==> src/rtl/i2c_pkg.sv <==
// rtl/i2c_pkg.sv - shared I2C constants and slave FSM state encodings
package i2c_pkg;

    localparam int I2C_ADDR_W = 7;
    localparam int I2C_BYTE_W = 8;

    localparam logic ACK  = 1'b0;
    localparam logic NACK = 1'b1;

    typedef enum logic [2:0] {
        ST_IDLE     = 3'd0,
        ST_ADDR     = 3'd1,
        ST_ADDR_ACK = 3'd2,
        ST_RX       = 3'd3,
        ST_RX_ACK   = 3'd4,
        ST_TX       = 3'd5,
        ST_TX_ACK   = 3'd6
    } i2c_state_e;

endpackage

==> src/rtl/i2c_sync_edge.sv <==
// rtl/i2c_sync_edge.sv - line synchroniser, optional majority filter (I2C_SLAVE_GLITCH_FILTER_EN), edge events
module i2c_sync_edge #(
    parameter int SYNC_STAGES = 2
) (
    input  logic clk,
    input  logic rst,
    input  logic i_din,
    output logic o_level,
    output logic o_rise,
    output logic o_fall
);

    logic [SYNC_STAGES-1:0] r_sync;
    logic                   w_lvl;
    logic                   r_prev;
    logic                   r_rise;
    logic                   r_fall;

    // Metastability chain; idles high like a released bus line
    always_ff @(posedge clk) begin
        if (!rst) begin
            r_sync <= '1;
        end else begin
            r_sync <= {r_sync[SYNC_STAGES-2:0], i_din};
        end
    end

`ifdef I2C_SLAVE_GLITCH_FILTER_EN
    logic r_old;
    logic r_filt;

    // Majority of the three most recent synchronised samples, one register deep
    always_ff @(posedge clk) begin
        if (!rst) begin
            r_old  <= 1'b1;
            r_filt <= 1'b1;
        end else begin
            r_old  <= r_sync[SYNC_STAGES-1];
            r_filt <= (r_sync[SYNC_STAGES-2] & r_sync[SYNC_STAGES-1]) |
                      (r_sync[SYNC_STAGES-2] & r_old) |
                      (r_sync[SYNC_STAGES-1] & r_old);
        end
    end

    assign w_lvl = r_filt;
`else
    assign w_lvl = r_sync[SYNC_STAGES-1];
`endif

    // Registered edge events; o_level is delayed to stay aligned with them
    always_ff @(posedge clk) begin
        if (!rst) begin
            r_prev <= 1'b1;
            r_rise <= 1'b0;
            r_fall <= 1'b0;
        end else begin
            r_prev <= w_lvl;
            r_rise <= w_lvl & ~r_prev;
            r_fall <= ~w_lvl & r_prev;
        end
    end

    assign o_level = r_prev;
    assign o_rise  = r_rise;
    assign o_fall  = r_fall;

endmodule

==> src/rtl/i2c_slave.sv <==
// rtl/i2c_slave.sv - I2C slave with byte rx/tx handshake; glitch filter via I2C_SLAVE_GLITCH_FILTER_EN
module i2c_slave
    import i2c_pkg::*;
#(
    parameter logic [I2C_ADDR_W-1:0] SLAVE_ADDR  = 7'h50,
    parameter int                    SYNC_STAGES = 2
) (
    input  logic                  clk,
    input  logic                  rst,
    input  logic                  sclk,
    input  logic                  sda_in,
    output logic                  sda_out,
    input  logic [I2C_BYTE_W-1:0] tx_data,
    output logic                  tx_load,
    output logic [I2C_BYTE_W-1:0] rx_data,
    output logic                  rx_valid,
    output logic [2:0]            state,
    output logic                  busy
);

    logic w_scl_lvl, w_scl_rise, w_scl_fall;
    logic w_sda_lvl, w_sda_rise, w_sda_fall;
    logic w_start, w_stop;

    i2c_sync_edge #(.SYNC_STAGES(SYNC_STAGES)) u_scl (
        .clk    (clk),
        .rst    (rst),
        .i_din  (sclk),
        .o_level(w_scl_lvl),
        .o_rise (w_scl_rise),
        .o_fall (w_scl_fall)
    );

    i2c_sync_edge #(.SYNC_STAGES(SYNC_STAGES)) u_sda (
        .clk    (clk),
        .rst    (rst),
        .i_din  (sda_in),
        .o_level(w_sda_lvl),
        .o_rise (w_sda_rise),
        .o_fall (w_sda_fall)
    );

    assign w_start = w_sda_fall & w_scl_lvl;
    assign w_stop  = w_sda_rise & w_scl_lvl;

    i2c_state_e            r_state, w_state_nxt;
    logic [2:0]            r_bit_cnt, w_cnt_nxt;
    logic [I2C_BYTE_W-1:0] r_shift, w_shift_nxt;
    logic                  r_sda_out, w_sda_nxt;
    logic                  r_rw, w_rw_nxt;
    logic                  r_busy, w_busy_nxt;
    logic                  r_byte_done, w_done_nxt;
    logic [I2C_BYTE_W-1:0] r_rx_data, w_rx_data_nxt;
    logic                  r_rx_valid, w_rx_valid_nxt;
    logic                  r_tx_load, w_tx_load_nxt;

    // State and datapath registers
    always_ff @(posedge clk) begin
        if (!rst) begin
            r_state     <= ST_IDLE;
            r_bit_cnt   <= 3'd0;
            r_shift     <= '0;
            r_sda_out   <= 1'b1;
            r_rw        <= 1'b0;
            r_busy      <= 1'b0;
            r_byte_done <= 1'b0;
            r_rx_data   <= '0;
            r_rx_valid  <= 1'b0;
            r_tx_load   <= 1'b0;
        end else begin
            r_state     <= w_state_nxt;
            r_bit_cnt   <= w_cnt_nxt;
            r_shift     <= w_shift_nxt;
            r_sda_out   <= w_sda_nxt;
            r_rw        <= w_rw_nxt;
            r_busy      <= w_busy_nxt;
            r_byte_done <= w_done_nxt;
            r_rx_data   <= w_rx_data_nxt;
            r_rx_valid  <= w_rx_valid_nxt;
            r_tx_load   <= w_tx_load_nxt;
        end
    end

    // Next state: bus conditions override edges; bits sampled on rise, sda changed on fall
    always_comb begin
        w_state_nxt    = r_state;
        w_cnt_nxt      = r_bit_cnt;
        w_shift_nxt    = r_shift;
        w_sda_nxt      = r_sda_out;
        w_rw_nxt       = r_rw;
        w_busy_nxt     = r_busy;
        w_done_nxt     = r_byte_done;
        w_rx_data_nxt  = r_rx_data;
        w_rx_valid_nxt = 1'b0;
        w_tx_load_nxt  = 1'b0;

        if (w_stop) begin
            w_state_nxt = ST_IDLE;
            w_sda_nxt   = 1'b1;
            w_busy_nxt  = 1'b0;
            w_cnt_nxt   = 3'd0;
            w_done_nxt  = 1'b0;
        end else if (w_start) begin
            w_state_nxt = ST_ADDR;
            w_sda_nxt   = 1'b1;
            w_cnt_nxt   = 3'd0;
            w_done_nxt  = 1'b0;
        end else begin
            case (r_state)
                ST_ADDR: begin
                    if (w_scl_rise) begin
                        w_shift_nxt = {r_shift[I2C_BYTE_W-2:0], w_sda_lvl};
                        if (r_bit_cnt == 3'd7) begin
                            w_cnt_nxt = 3'd0;
                            // The first seven bits now sit in r_shift[6:0]; the bit arriving is rw
                            if (r_shift[I2C_ADDR_W-1:0] == SLAVE_ADDR) begin
                                w_busy_nxt = 1'b1;
                                w_done_nxt = 1'b1;
                                w_rw_nxt   = w_sda_lvl;
                            end else begin
                                w_state_nxt = ST_IDLE;
                                w_busy_nxt  = 1'b0;
                            end
                        end else begin
                            w_cnt_nxt = r_bit_cnt + 3'd1;
                        end
                    end else if (w_scl_fall && r_byte_done) begin
                        w_done_nxt  = 1'b0;
                        w_sda_nxt   = ACK;
                        w_state_nxt = ST_ADDR_ACK;
                    end
                end
                ST_ADDR_ACK: begin
                    if (w_scl_fall) begin
                        if (r_rw) begin
                            w_shift_nxt   = tx_data;
                            w_tx_load_nxt = 1'b1;
                            w_sda_nxt     = tx_data[I2C_BYTE_W-1];
                            w_state_nxt   = ST_TX;
                        end else begin
                            w_sda_nxt   = 1'b1;
                            w_state_nxt = ST_RX;
                        end
                    end
                end
                ST_RX: begin
                    if (w_scl_rise) begin
                        w_shift_nxt = {r_shift[I2C_BYTE_W-2:0], w_sda_lvl};
                        if (r_bit_cnt == 3'd7) begin
                            w_cnt_nxt      = 3'd0;
                            w_rx_data_nxt  = {r_shift[I2C_BYTE_W-2:0], w_sda_lvl};
                            w_rx_valid_nxt = 1'b1;
                            w_done_nxt     = 1'b1;
                        end else begin
                            w_cnt_nxt = r_bit_cnt + 3'd1;
                        end
                    end else if (w_scl_fall && r_byte_done) begin
                        w_done_nxt  = 1'b0;
                        w_sda_nxt   = ACK;
                        w_state_nxt = ST_RX_ACK;
                    end
                end
                ST_RX_ACK: begin
                    if (w_scl_fall) begin
                        w_sda_nxt   = 1'b1;
                        w_state_nxt = ST_RX;
                    end
                end
                ST_TX: begin
                    if (w_scl_rise) begin
                        // Master has sampled shift[7]; advance so the next fall drives the following bit
                        w_shift_nxt = {r_shift[I2C_BYTE_W-2:0], 1'b0};
                        if (r_bit_cnt == 3'd7) begin
                            w_cnt_nxt  = 3'd0;
                            w_done_nxt = 1'b1;
                        end else begin
                            w_cnt_nxt = r_bit_cnt + 3'd1;
                        end
                    end else if (w_scl_fall) begin
                        if (r_byte_done) begin
                            w_done_nxt  = 1'b0;
                            w_sda_nxt   = 1'b1;
                            w_state_nxt = ST_TX_ACK;
                        end else begin
                            w_sda_nxt = r_shift[I2C_BYTE_W-1];
                        end
                    end
                end
                ST_TX_ACK: begin
                    if (w_scl_rise) begin
                        if (w_sda_lvl == ACK) begin
                            w_shift_nxt   = tx_data;
                            w_tx_load_nxt = 1'b1;
                            w_state_nxt   = ST_TX;
                        end else begin
                            w_state_nxt = ST_IDLE;
                            w_busy_nxt  = 1'b0;
                        end
                    end
                end
                default: begin
                    w_state_nxt = ST_IDLE;
                end
            endcase
        end
    end

    assign sda_out  = r_sda_out;
    assign tx_load  = r_tx_load;
    assign rx_data  = r_rx_data;
    assign rx_valid = r_rx_valid;
    assign state    = r_state;
    assign busy     = r_busy;

endmodule

==> config.mk <==
export PLATFORM = sky130hd
export DESIGN_NAME = i2c_slave
export DESIGN_NICKNAME = d
export VERILOG_FILES = /design/src/rtl/i2c_pkg.sv /design/src/rtl/i2c_sync_edge.sv /design/src/rtl/i2c_slave.sv
export SDC_FILE = /design/constraint.sdc
export NUM_CORES = 1
export LEC_CHECK = 0
export BUFFER_PORTS_ARGS = -buffer_cell sky130_fd_sc_hd__buf_4
export CAP_MARGIN = 20
export CORE_MARGIN = 1.5
export CORE_UTILIZATION = 35
export DETAILED_ROUTE_END_ITERATION = 8
export PLACE_DENSITY = 0.6
export SETUP_SLACK_MARGIN = 0.3
export SLEW_MARGIN = 20
export SYNTH_ARGS = -nofsm -noshare
export SYNTH_HDL_FRONTEND = slang
export SYNTH_SLANG_ARGS = --single-unit
export TNS_END_PERCENT = 50
==> constraint.sdc <==
create_clock -name clk -period 1.8 [get_ports clk]
set_input_delay 0.09 -clock clk [delete_from_list [all_inputs] [get_ports clk]]
set_output_delay 0.09 -clock clk [all_outputs]
set_load 0.05 [all_outputs]
==> results.md, run 1 <==
* Outcome: completed
* FFs w/ async S/R, synth at 0
* Adder-cell share of the synthesized area at 0.0140
* Peak VDD IR at 491 uV
* Vias post-DR at 1539
* Ant. Diodes at 0
* Worst EP arrival at 1710 ps
* Final Non-Filler Cells at 303
* RSZ-0062 raised after global routing: yes
* FILL cells at 486
* Crit-path max FO at 5
* Gpl congestion at 0.811
* CTS Buf Count at 5
* Multi-input logic area at 1010 um2
* Setup Skew at 3.75 ps
* GR Overflow Total at 0
* Hold Path Class: in -> reg
* Met3 WL at 156 um
* Post-Synthesis Cells at 196
* Dpl cells at 281
* TritonCTS clock tree: done
* Initial DRC count at 123
* Synth Net Count at 210
* Worst skew pair latency at 290 ps
* Overall Power at 2140 uW
* Fin Hold WS at 129 ps
* Die H at 74.4 um
* Core area at 4820 um2
* Synth cell count leaders: 38 x dfxtp_1, 19 x nand3_1, 18 x nand2_1, 11 x mux2i_1
* Post-synth EDFFs at 0
* Period minus WS final at 1530 ps
* Cell area power density at 907 nW/um2
* Max-cap violations at 0
* XOR/XNOR Fraction of Synth Area at 0
* Clock Tree Root: clkbuf_8
* DRT Wirelength at 4200 um
* Max Slew Vio Count at 0
* Largest family of logic cells by synthesized area: simple AND/OR/NAND/NOR gates
* CP required at 1980 ps
* Number of global-route vias before repair at 1409
* Port Buffers at 26
* Worst setup EP type: flip-flop
* Synth cell types at 43
* Core Util, Final at 0.489
* Hold Vio Cnt, Final at 0
* Fmax at 0.654 GHz
* Slowest stage delay, CP at 360 ps
* Setup_tns at 0 ps
* Die span in x at 74.4 um
* Share of cells above drive strength 1 at 0.331
* Top Ports at 27
* Global-route wire length before repair at 6710 um
* Maximum number of pins on one net before global-route repair at 29
* Multiplexer area fraction after synthesis at 0.0680
* Leakage power at 0.00104 uW
* Wire length on met1 at 2110 um
* Sink Count at 38
* Worst slew pin tran at 359 ps
* CTS H-Tree Depth at 2
* Worst-case clock buffer depth at 2
* Total die area at 5540 um2
* Most area-hungry cell type in the Yosys netlist: dfxtp_1
* Register area at 782 um2
* Critical path cell sequence: ha_4, ha_4, and3_4, and3_4, buf_6, mux2i_1, nor2b_1
* Initial Utilization at 0.370
* Row count at 25
* Drt drc at 0
* Synth Register Bits at 38
* CP max-delay cell: dfxtp_2
* DR WL met2 at 1890 um
* DP HPWL at 2590 um
* Reg clk slew, reported paths at 70 ps
* Total GRT Usage at 0.159
* Top Metal Used: met4
* Tcrit/Tclk final at 0.849
* Critical Path Start Type: flip-flop
* Post-synthesis compound-gate area fraction at 0.175
* Top FF cell, synth: dfxtp_1
* Syn Area/Cell at 9.10 um2
* Drt pass-1 iters at 4
* Final ANT Viol Nets at 0
* Via-per-instance ratio at 5.08
* Final setup fails at 0
* Yosys warns at 0
* Most frequent cell after synthesis: dfxtp_1
* Sequential-to-total area share from yosys stat at 0.426
* Worst Setup Path Type: reg -> reg
* Antenna violations before repair at 0
* Relative slew slack at 0.754
* Post-synth top area share at 0.426
* WL per Instance at 13.8 um
* Simple-Gate Fraction of Synth Area at 0.252
* Layout net count at 249
* Synth-to-layout area growth at 31.9%
* Top post-synthesis cells by area: dfxtp_1 43%, mux2i_1 6.2%, nand3_1 5.3%
* Mapped Area at 1780 um2
==> through the flow <==
stage / setup slack (ps) / instance area, um2
after global placement: 107 / 2050
after CTS: 288 / 2300
after floorplan: 212 / 1830
final: 272 / 2350
after detailed placement: 96.9 / 2050
after global routing: 208 / 2350
==> worst max-delay path, delay by kind of cell (launching register included) <==
kind / cells / cell delay (ps)
adders and majority gates: 2 / 290
buffers and inverters: 1 / 140
DFF: 1 / 360
muxes: 1 / 200
and+or+nand+nor: 3 / 450
==> routing by layer <==
metal / global-route usage / up-vias
met2: 0.237 / 28
met4: 0.0424 / 0
li1: - / 774
met5: 0 / -
met1: 0.229 / 732
met3: 0.0420 / 5
==> logic make-up after synthesis <==
group / Yosys count
AO/OA/AOI/OAI: 40
adder cells (fa/ha/maj): 2
buffers and inverters: 20
flip-flops: 38
multiplexers: 12
AND/OR/NAND/NOR: 84
==> area by class of cell <==
| type | count | share of cell area |
|---|---|---|
| multi-input combinational | 138 | 0.429 |
| sequential | 38 | 0.332 |
| timing repair buffer | 46 | 0.154 |
| tap | 67 | 0.0356 |
| clock buffer | 6 | 0.0351 |
| inverter | 6 | 0.00957 |
| clock inverter | 2 | 0.00478 |
==> path summary, 6_finish.rpt <==
kind	from	to	slack [ps]	cells after the start
setup / recovery	r_bit_cnt[1]	rx_data[7]	270	7
hold / removal	rst	u_scl.r_sync[0]	130	2
setup reg to reg	r_bit_cnt[1]	rx_data[7]	270	7
hold reg to reg	u_scl.r_sync[0]	u_scl.r_sync[1]	410	1
==> layout by cell type (no fill, tap or decap), types with 3 or more instances in the layout <==
master	n
nand3_1	18
dfxtp_1	29
dfxtp_2	5
buf_4	41
o211a_1	9
nor2b_1	10
buf_6	3
nand2b_1	8
nand3b_1	3
nand2_1	18
dfxtp_4	4
mux2i_1	11
a21oi_1	7
clkbuf_8	6
nor2_1	9
inv_1	6
o21ai_0	5
==> what timing repair did <==
item	4_1_cts	5_1_grt
endpoints found under the setup margin	21	20
hold buffers	2	0
setup buffers	9	2
gates cloned	1	0
pin swaps	1	2
resized for setup	16	10
hold endpoints to repair	2	0
==> state kept, by name, summed over array words and instances (netlist names) <==
signal	count
r_shift	8
rx_data	8
r_bit_cnt	3
state	3
u_scl.r_sync	2
u_sda.r_sync	2
busy	1
r_byte_done	1
r_rw	1
rx_valid	1
sda_out	1
tx_load	1
u_scl.o_fall	1
u_scl.o_level	1
u_scl.o_rise	1
u_sda.o_fall	1
u_sda.o_level	1
u_sda.o_rise	1
==> where the power goes <==
part           switching [uW]  internal (uW)
clock network             301            309
logic                     309            251
registers                82.4            883
total                     692           1440
Power figures use the tool's default switching activity.
==> run 2: changes to the inputs <==
==> constraint.sdc (replaced) <==
create_clock -name clk -period 1.6 [get_ports clk]
set_input_delay 0.08 -clock clk [delete_from_list [all_inputs] [get_ports clk]]
set_output_delay 0.08 -clock clk [all_outputs]
set_load 0.05 [all_outputs]
==> run 2 against run 1 <==
Effect of this change:
- non-clock buffer count up 28
- first-iteration DRC count down 35%
- global-route usage up 2.8 points
- the run now ends with setup timing left
- core utilization up 9.1 points
- largest cell class unchanged
- critical endpoint is now state[2]
- sequential share of layout area down 5.3 points
- clock-buffer cell count unchanged
==> results.md, run 2 (synthesis gave the netlist of run 1 again) <==
* Outcome: finished, violations left
* Failing checks: setup timing
* Worst slew pin tran at 312 ps (-47.3 ps)
* Critical Path Start Type: flip-flop
* Relative slew slack at 0.790 (+0.0360)
* Post-route setup slack at -20.0 ps (-291 ps)
* Drt pass-1 iters at 4 (unchanged)
* Top Ports at 27 (unchanged)
* Vias post-DR at 1697 (+10%)
* Cell area power density at 1070 nW/um2 (+18%)
* Setup Skew at 4.24 ps (+0.488 ps)
* GR Overflow Total at 0 (unchanged)
* Layout net count at 278 (+12%)
* Ant. Diodes at 0 (unchanged)
* Most frequent cells in the layout: 60 x buf_4, 30 x dfxtp_1, 12 x nand2_1
* Max-cap violations at 0 (unchanged)
* Drt drc at 0 (unchanged)
* Fmax at 0.617 GHz (-5.6%)
* Synth-to-layout area growth at 56.5%
* CTS H-Tree Depth at 2 (unchanged)
* Initial DRC count at 80 (-35%)
* Commonest non-fill, non-tap cell in the layout: buf_4
* DP HPWL at 2880 um (+11%)
* Hold Path Class: in -> reg
* Period minus WS final at 1620 ps (+91.5 ps)
* Design Area, Final at 2790 um2 (+19%)
* Final ANT Viol Nets at 0 (unchanged)
* CP max-delay cell: dfxtp_4
* CTS Buf Count at 5 (unchanged)
* Global-route wire length before repair at 7720 um (+15%)
* Placed Area at 2210 um2 (+7.8%)
* Critical path cell sequence: buf_12, nand3b_1, o21ai_2, a221oi_2, buf_4, buf_6, o31ai_2, a21oi_1
* Worst setup EP type: flip-flop
* Die span in x at 74.4 um (unchanged)
* Hold Vio Cnt, Final at 0 (unchanged)
* Gpl congestion at 0.830 (+2.2%)
* Pre-CTS setup slack at -68.6 ps (-165 ps)
* Tcrit/Tclk final at 1.01 (+0.163)
* Crit-path max FO at 7 (+2)
* Sink Count at 38 (unchanged)
* Slowest stage delay, CP at 380 ps (+20 ps)
* Peak VDD IR at 516 uV (+4.9%)
* CP required at 1830 ps (-150 ps)
* Via-per-instance ratio at 5.11 (+0.63%)
* Worst EP arrival at 1850 ps (+140 ps)
* Critical path buffers and inverters at 3 (+2)
* Number of global-route vias before repair at 1569 (+11%)
* Total die area at 5540 um2 (unchanged)
* TritonCTS clock tree: done
* Port Buffers at 26 (unchanged)
* Critical path's top delay family: compound AO/OA/AOI/OAI gates
* Max Slew Vio Count at 0 (unchanged)
* Final setup fails at 1 (+1)
* Worst Setup Path Type: reg -> reg
* Maximum number of pins on one net before global-route repair at 29 (unchanged)
* Share of cells above drive strength 1 at 0.487 (+0.156)
* Die H at 74.4 um (unchanged)
* WL per Instance at 15.7 um (+14%)
* DRT Wirelength at 5220 um (+24%)
* Reg clk slew, reported paths at 80 ps (about the same)
* Worst-case clock buffer depth at 2 (unchanged)
* Worst skew pair latency at 300 ps (about the same)
* Setup_tns at -20.0 ps (-20.0 ps)
* Overall Power at 2980 uW (+39%)
* Core area at 4820 um2 (unchanged)
* Leakage power at 0.00122 uW (+18%)
* Total GRT Usage at 0.188 (+0.0282)
* RSZ-0062 raised after global routing: yes
* Clock Tree Root: clkbuf_8
* Row count at 25 (unchanged)
* Initial Utilization at 0.370 (unchanged)
* Antenna violations before repair at 0 (unchanged)
==> run 2: changes by cell type in the layout (fill, tap and decap cells not counted), sizes merged <==
| cell | previous run | this run |
|---|---|---|
| clkinv | 1 | 0 |
| bufinv | 0 | 1 |
| o221a | 1 | 2 |
| buf | 44 | 72 |
==> run 2: where the power goes <==
| part | internal [uW] | leakage, uW | switching [uW] |
|---|---|---|---|
| sequential | 993 | 0.000313 | 58.6 |
| clock | 466 | 0.0000557 | 358 |
| combinational | 571 | 0.000855 | 531 |
==> run 2: final cells by class <==
type / instances / area (um2)
Inverter: 6 / 22.5
Multi-Input combinational cell: 139 / 1160
Sequential cell: 38 / 781
Tap cell: 67 / 83.8
Clock inverter: 2 / 36.3
Clock buffer: 6 / 72.6
Timing Repair Buffer: 74 / 639
Fill cell: 431 / 2030
==> run 2: per-layer routing <==
metal | global-route usage | up-vias | wire (um)
met3 | 0.0488 | 14 | 178
met4 | 0.101 | 0 | 125
met2 | 0.273 | 37 | 2510
met1 | 0.254 | 812 | 2410
li1 | - | 834 | -
met5 | 0 | - | 0
==> run 2: timing repair <==
item,4_1_cts,5_1_grt
setup endpoints to repair,24,28
endpoints found under the hold margin,2,0
hold buffers,2,0
resized for setup,26,32
gates cloned,2,0
pin swaps,5,22
buffers inserted,12,10
==> run 2: through the flow <==
step                      instances  utilization  hold slack [ps]
after floorplan                 196            -              181
after global placement          298        0.458              266
after detailed placement        298        0.458              267
after CTS                       322        0.535              102
after global routing            332        0.579              117
final                           332        0.579              110
==> run 2: worst paths after layout <==
| check | slack [ps] | start | endpoint | cells past startpoint |
|---|---|---|---|---|
| setup / recovery | -20 | state[0] | state[2] | 8 |
| hold / removal | 110 | rst | u_sda.r_sync[1] | 2 |
| setup reg to reg | -20 | state[0] | state[2] | 8 |
| hold reg to reg | 410 | u_sda.r_sync[0] | u_sda.r_sync[1] | 1 |
==> run 3: changes to the inputs <==
--- a/config.mk
+++ b/config.mk
@@ -15,5 +15,6 @@
 export SLEW_MARGIN = 20
 export SYNTH_ARGS = -nofsm -noshare
 export SYNTH_HDL_FRONTEND = slang
+export SYNTH_HIERARCHICAL = 1
 export SYNTH_SLANG_ARGS = --single-unit
 export TNS_END_PERCENT = 50
==> run 3 against run 2 <==
Effect of this change:
- the flow still finishes with violations (setup timing)
- routed wire length down 14%
- clock-buffer cell count fell by 1
- hold slack improved by 10 ps
- clock skew rose by 2.6 ps
- via count down 2.7%
- setup slack worse by 69 ps
- largest cell class unchanged
- design area increased by 1.9%
- sequential cell count stayed put
- die area is 5.6% higher
- synthesized cell count fell by 0.51%
- combinational power barely moved
==> results.md, run 3 <==
* Outcome: finished, violations left
* Failing checks: setup timing
* Sw frac at 0.328 (+0.00976)
* Net switching power at 975 uW (+2.9%)
* Sequential-to-total area share from yosys stat at 0.403 (-0.0235)
* Design Area, Final at 2850 um2 (+1.9%)
* CTS H-Tree Depth at 2 (unchanged)
* Maximum number of pins on one net before global-route repair at 32 (+10%)
* Reg-to-reg endpoint: state[0]
* Hold Path Class: in -> reg
* Yosys warns at 6 (+6)
* Ant. Diodes at 0 (unchanged)
* Die H at 76.4 um (+2.7%)
* Tcrit/Tclk final at 1.06 (+0.0428)
* Leakage power at 0.00138 uW (+13%)
* Setup_tns at -244 ps (-224 ps)
* Worst r2r src: r_bit_cnt[1]
* GR Overflow Total at 0 (unchanged)
* Sink Count at 38 (unchanged)
* Worst Setup Path Type: reg -> reg
* CTS Buf Count at 5 (unchanged)
* Cell area power density at 1040 nW/um2 (-2.0%)
* Die span in x at 76.4 um (+2.7%)
* Gpl congestion at 0.818 (-1.4%)
* Synth Register Bits at 38 (unchanged)
* Most area-hungry cell type in the Yosys netlist: dfxtp_1
* Period minus WS final at 1690 ps (+68.6 ps)
* Antenna violations before repair at 0 (unchanged)
* Drt pass-1 iters at 4 (unchanged)
* Total die area at 5840 um2 (+5.6%)
* Layout net count at 280 (+0.72%)
* Global-route wire length before repair at 7650 um (-0.98%)
* TritonCTS clock tree: done
* FFs w/ async S/R, synth at 0 (unchanged)
* Most frequent cells in the layout: 61 x buf_4, 32 x dfxtp_1, 19 x mux2i_1
* Top Ports at 27 (unchanged)
* Synth Net Count at 209 (-0.48%)
* Drt drc at 0 (unchanged)
* RSZ-0062 raised after global routing: yes
* Synth cell count leaders: 38 x dfxtp_1, 19 x mux2i_1, 17 x nand2_1, 14 x nor2b_1, 13 x nor2_1
* Number of global-route vias before repair at 1660 (+5.8%)
* Reg clk slew, reported paths at 80 ps (about the same)
* Dpl cells at 318 (+6.7%)
* DP HPWL at 3160 um (+9.7%)
* Hold endpoint: u_sda/r_sync[0]
* Combinational power share at 0.367 (-0.003)
* Hold path cells at 2 (unchanged)
* Worst slew pin tran at 328 ps (+16.1 ps)
* Core Util, Final at 0.554 (-0.0259)
* Min-Delay Startpoint: rst
* Final ANT Viol Nets at 0 (unchanged)
* R2R setup slack at -90 ps (-70 ps)
* Synth cell types at 50 (+16%)
* Worst EP arrival at 1880 ps (+30 ps)
* Initial DRC count at 59 (-26%)
* Placed Area at 2490 um2 (+13%)
* Total GRT Usage at 0.164 (-0.0237)
* DRT Wirelength at 4480 um (-14%)
* Final setup fails at 7 (+6)
* Top post-synthesis cells by area: dfxtp_1 40%, mux2i_1 10%, o211a_1 4.8%
* Worst Reg-to-Reg Cells at 7 (-1)
* Hold Vio Cnt, Final at 0 (unchanged)
* Fmax at 0.592 GHz (-4.1%)
* Syn Area/Cell at 9.68 um2 (+6.4%)
* Mapped Area at 1890 um2 (+5.8%)
* Int Power at 2000 uW (-1.6%)
* Clock network fraction of total power at 0.280 (+0.003)
* Relative slew slack at 0.780 (-0.0107)
* Setup Skew at 6.86 ps (+2.63 ps)
* Seq pwr share at 0.353 (about the same)
* Top FF cell, synth: dfxtp_1
* Initial Utilization at 0.367 (-0.00306)
* Post-route setup slack at -88.5 ps (-68.6 ps)
* Port Buffers at 26 (unchanged)
* Synth-to-layout area growth at 50.7%
* CP required at 1800 ps (-30 ps)
* Worst-case clock buffer depth at 2 (unchanged)
* Post-Synthesis Cells at 195 (-0.51%)
* Max-cap violations at 0 (unchanged)
* Share of cells above drive strength 1 at 0.442 (-0.0448)
* Post-synth EDFFs at 0 (unchanged)
* Row count at 26 (+4.0%)
* Via-per-instance ratio at 4.90 (-4.2%)
* Worst setup EP type: flip-flop
* Most frequent cell after synthesis: dfxtp_1
* Clock Tree Root: clkbuf_8
* Vias post-DR at 1651 (-2.7%)
* Commonest non-fill, non-tap cell in the layout: buf_4
* Peak VDD IR at 601 uV (+17%)
* Final Non-Filler Cells at 337 (+1.5%)
* Worst skew pair latency at 300 ps (about the same)
* WL per Instance at 13.3 um (-16%)
* Post-synth top area share at 0.403 (-0.0235)
* Max Slew Vio Count at 0 (unchanged)
* Critical Path Start Type: flip-flop
* Core area at 5140 um2 (+6.7%)
* Crit-path max FO at 2 (-5)
run 3: through the flow:
step                      hold WS, ps  total power (uW)  worst slack, ps
after floorplan                   153              1730            -83.2
final                             120              2970            -88.5
after global routing              122              3130             -170
after detailed placement          266              2070            -87.8
after global placement            262              2060            -59.7
after CTS                         112              2960            -77.2
run 3: what timing repair did:
action                     in CTS  in global routing
setup endpoints to repair      27                 28
gates resized for setup        19                 18
setup buffers                   4                  4
hold endpoints to repair        2                  0
hold buffers                    2                  0
pin swaps                       9                  7
cloned                          0                  1
run 3: cell type report:
class                      instances  area [um2]
fill                             488        2290
multi-input combinational        141        1190
sequential                        38         776
timing repair buffer              76         664
tap                               70        87.6
clock buffer                       5        68.8
clock inverter                     3        43.8
inverter                           4        15.0
run 3: power groups by stage:
stage	registers (uW)	logic (uW)	clock network, uW
floorplan	1130	599	0
global placement	1070	996	0
detailed placement	1070	998	0
CTS	1050	1060	859
global route	1060	1180	897
finish	1050	1090	833
run 3: how the worst max path moves through the flow:
| stage | endpoint | depth (start not counted) | slack [ps] | start |
|---|---|---|---|---|
| floorplan | state[0] | 6 | -80 | state[2] |
| global placement | state[0] | 7 | -60 | r_bit_cnt[1] |
| detailed placement | state[0] | 7 | -90 | r_bit_cnt[1] |
| CTS | state[0] | 7 | -80 | r_bit_cnt[1] |
| global route | state[0] | 7 | -170 | r_bit_cnt[1] |
| finish | state[0] | 7 | -90 | r_bit_cnt[1] |
run 3: cell families after synthesis:
logic type                 Yosys count  synth area share
and+or+nand+nor                     77             0.251
AOI/OAI and AO/OA                   42             0.179
adders and majority gates            2            0.0133
DFF                                 38             0.403
xor gates and xnor gates             1           0.00464
buffers and inverters               16            0.0484
muxes                               19             0.101
run 3: critical path: stages (launching register included):
cell     delay, ps
dfxtp_2        360
ha_4           140
ha_4           130
nand2_4         60
a22oi_2        150
o22ai_1        120
or4_1          510
o211a_1        120
run 3: per-layer routing:
| metal | up-vias | share of wire | global-route usage |
|---|---|---|---|
| met4 | 0 | 0.014 | 0.0574 |
| met3 | 7 | 0.040 | 0.0371 |
| met1 | 768 | 0.48 | 0.216 |
| li1 | 842 | - | - |
| met2 | 34 | 0.47 | 0.263 |
| met5 | - | 0 | 0 |
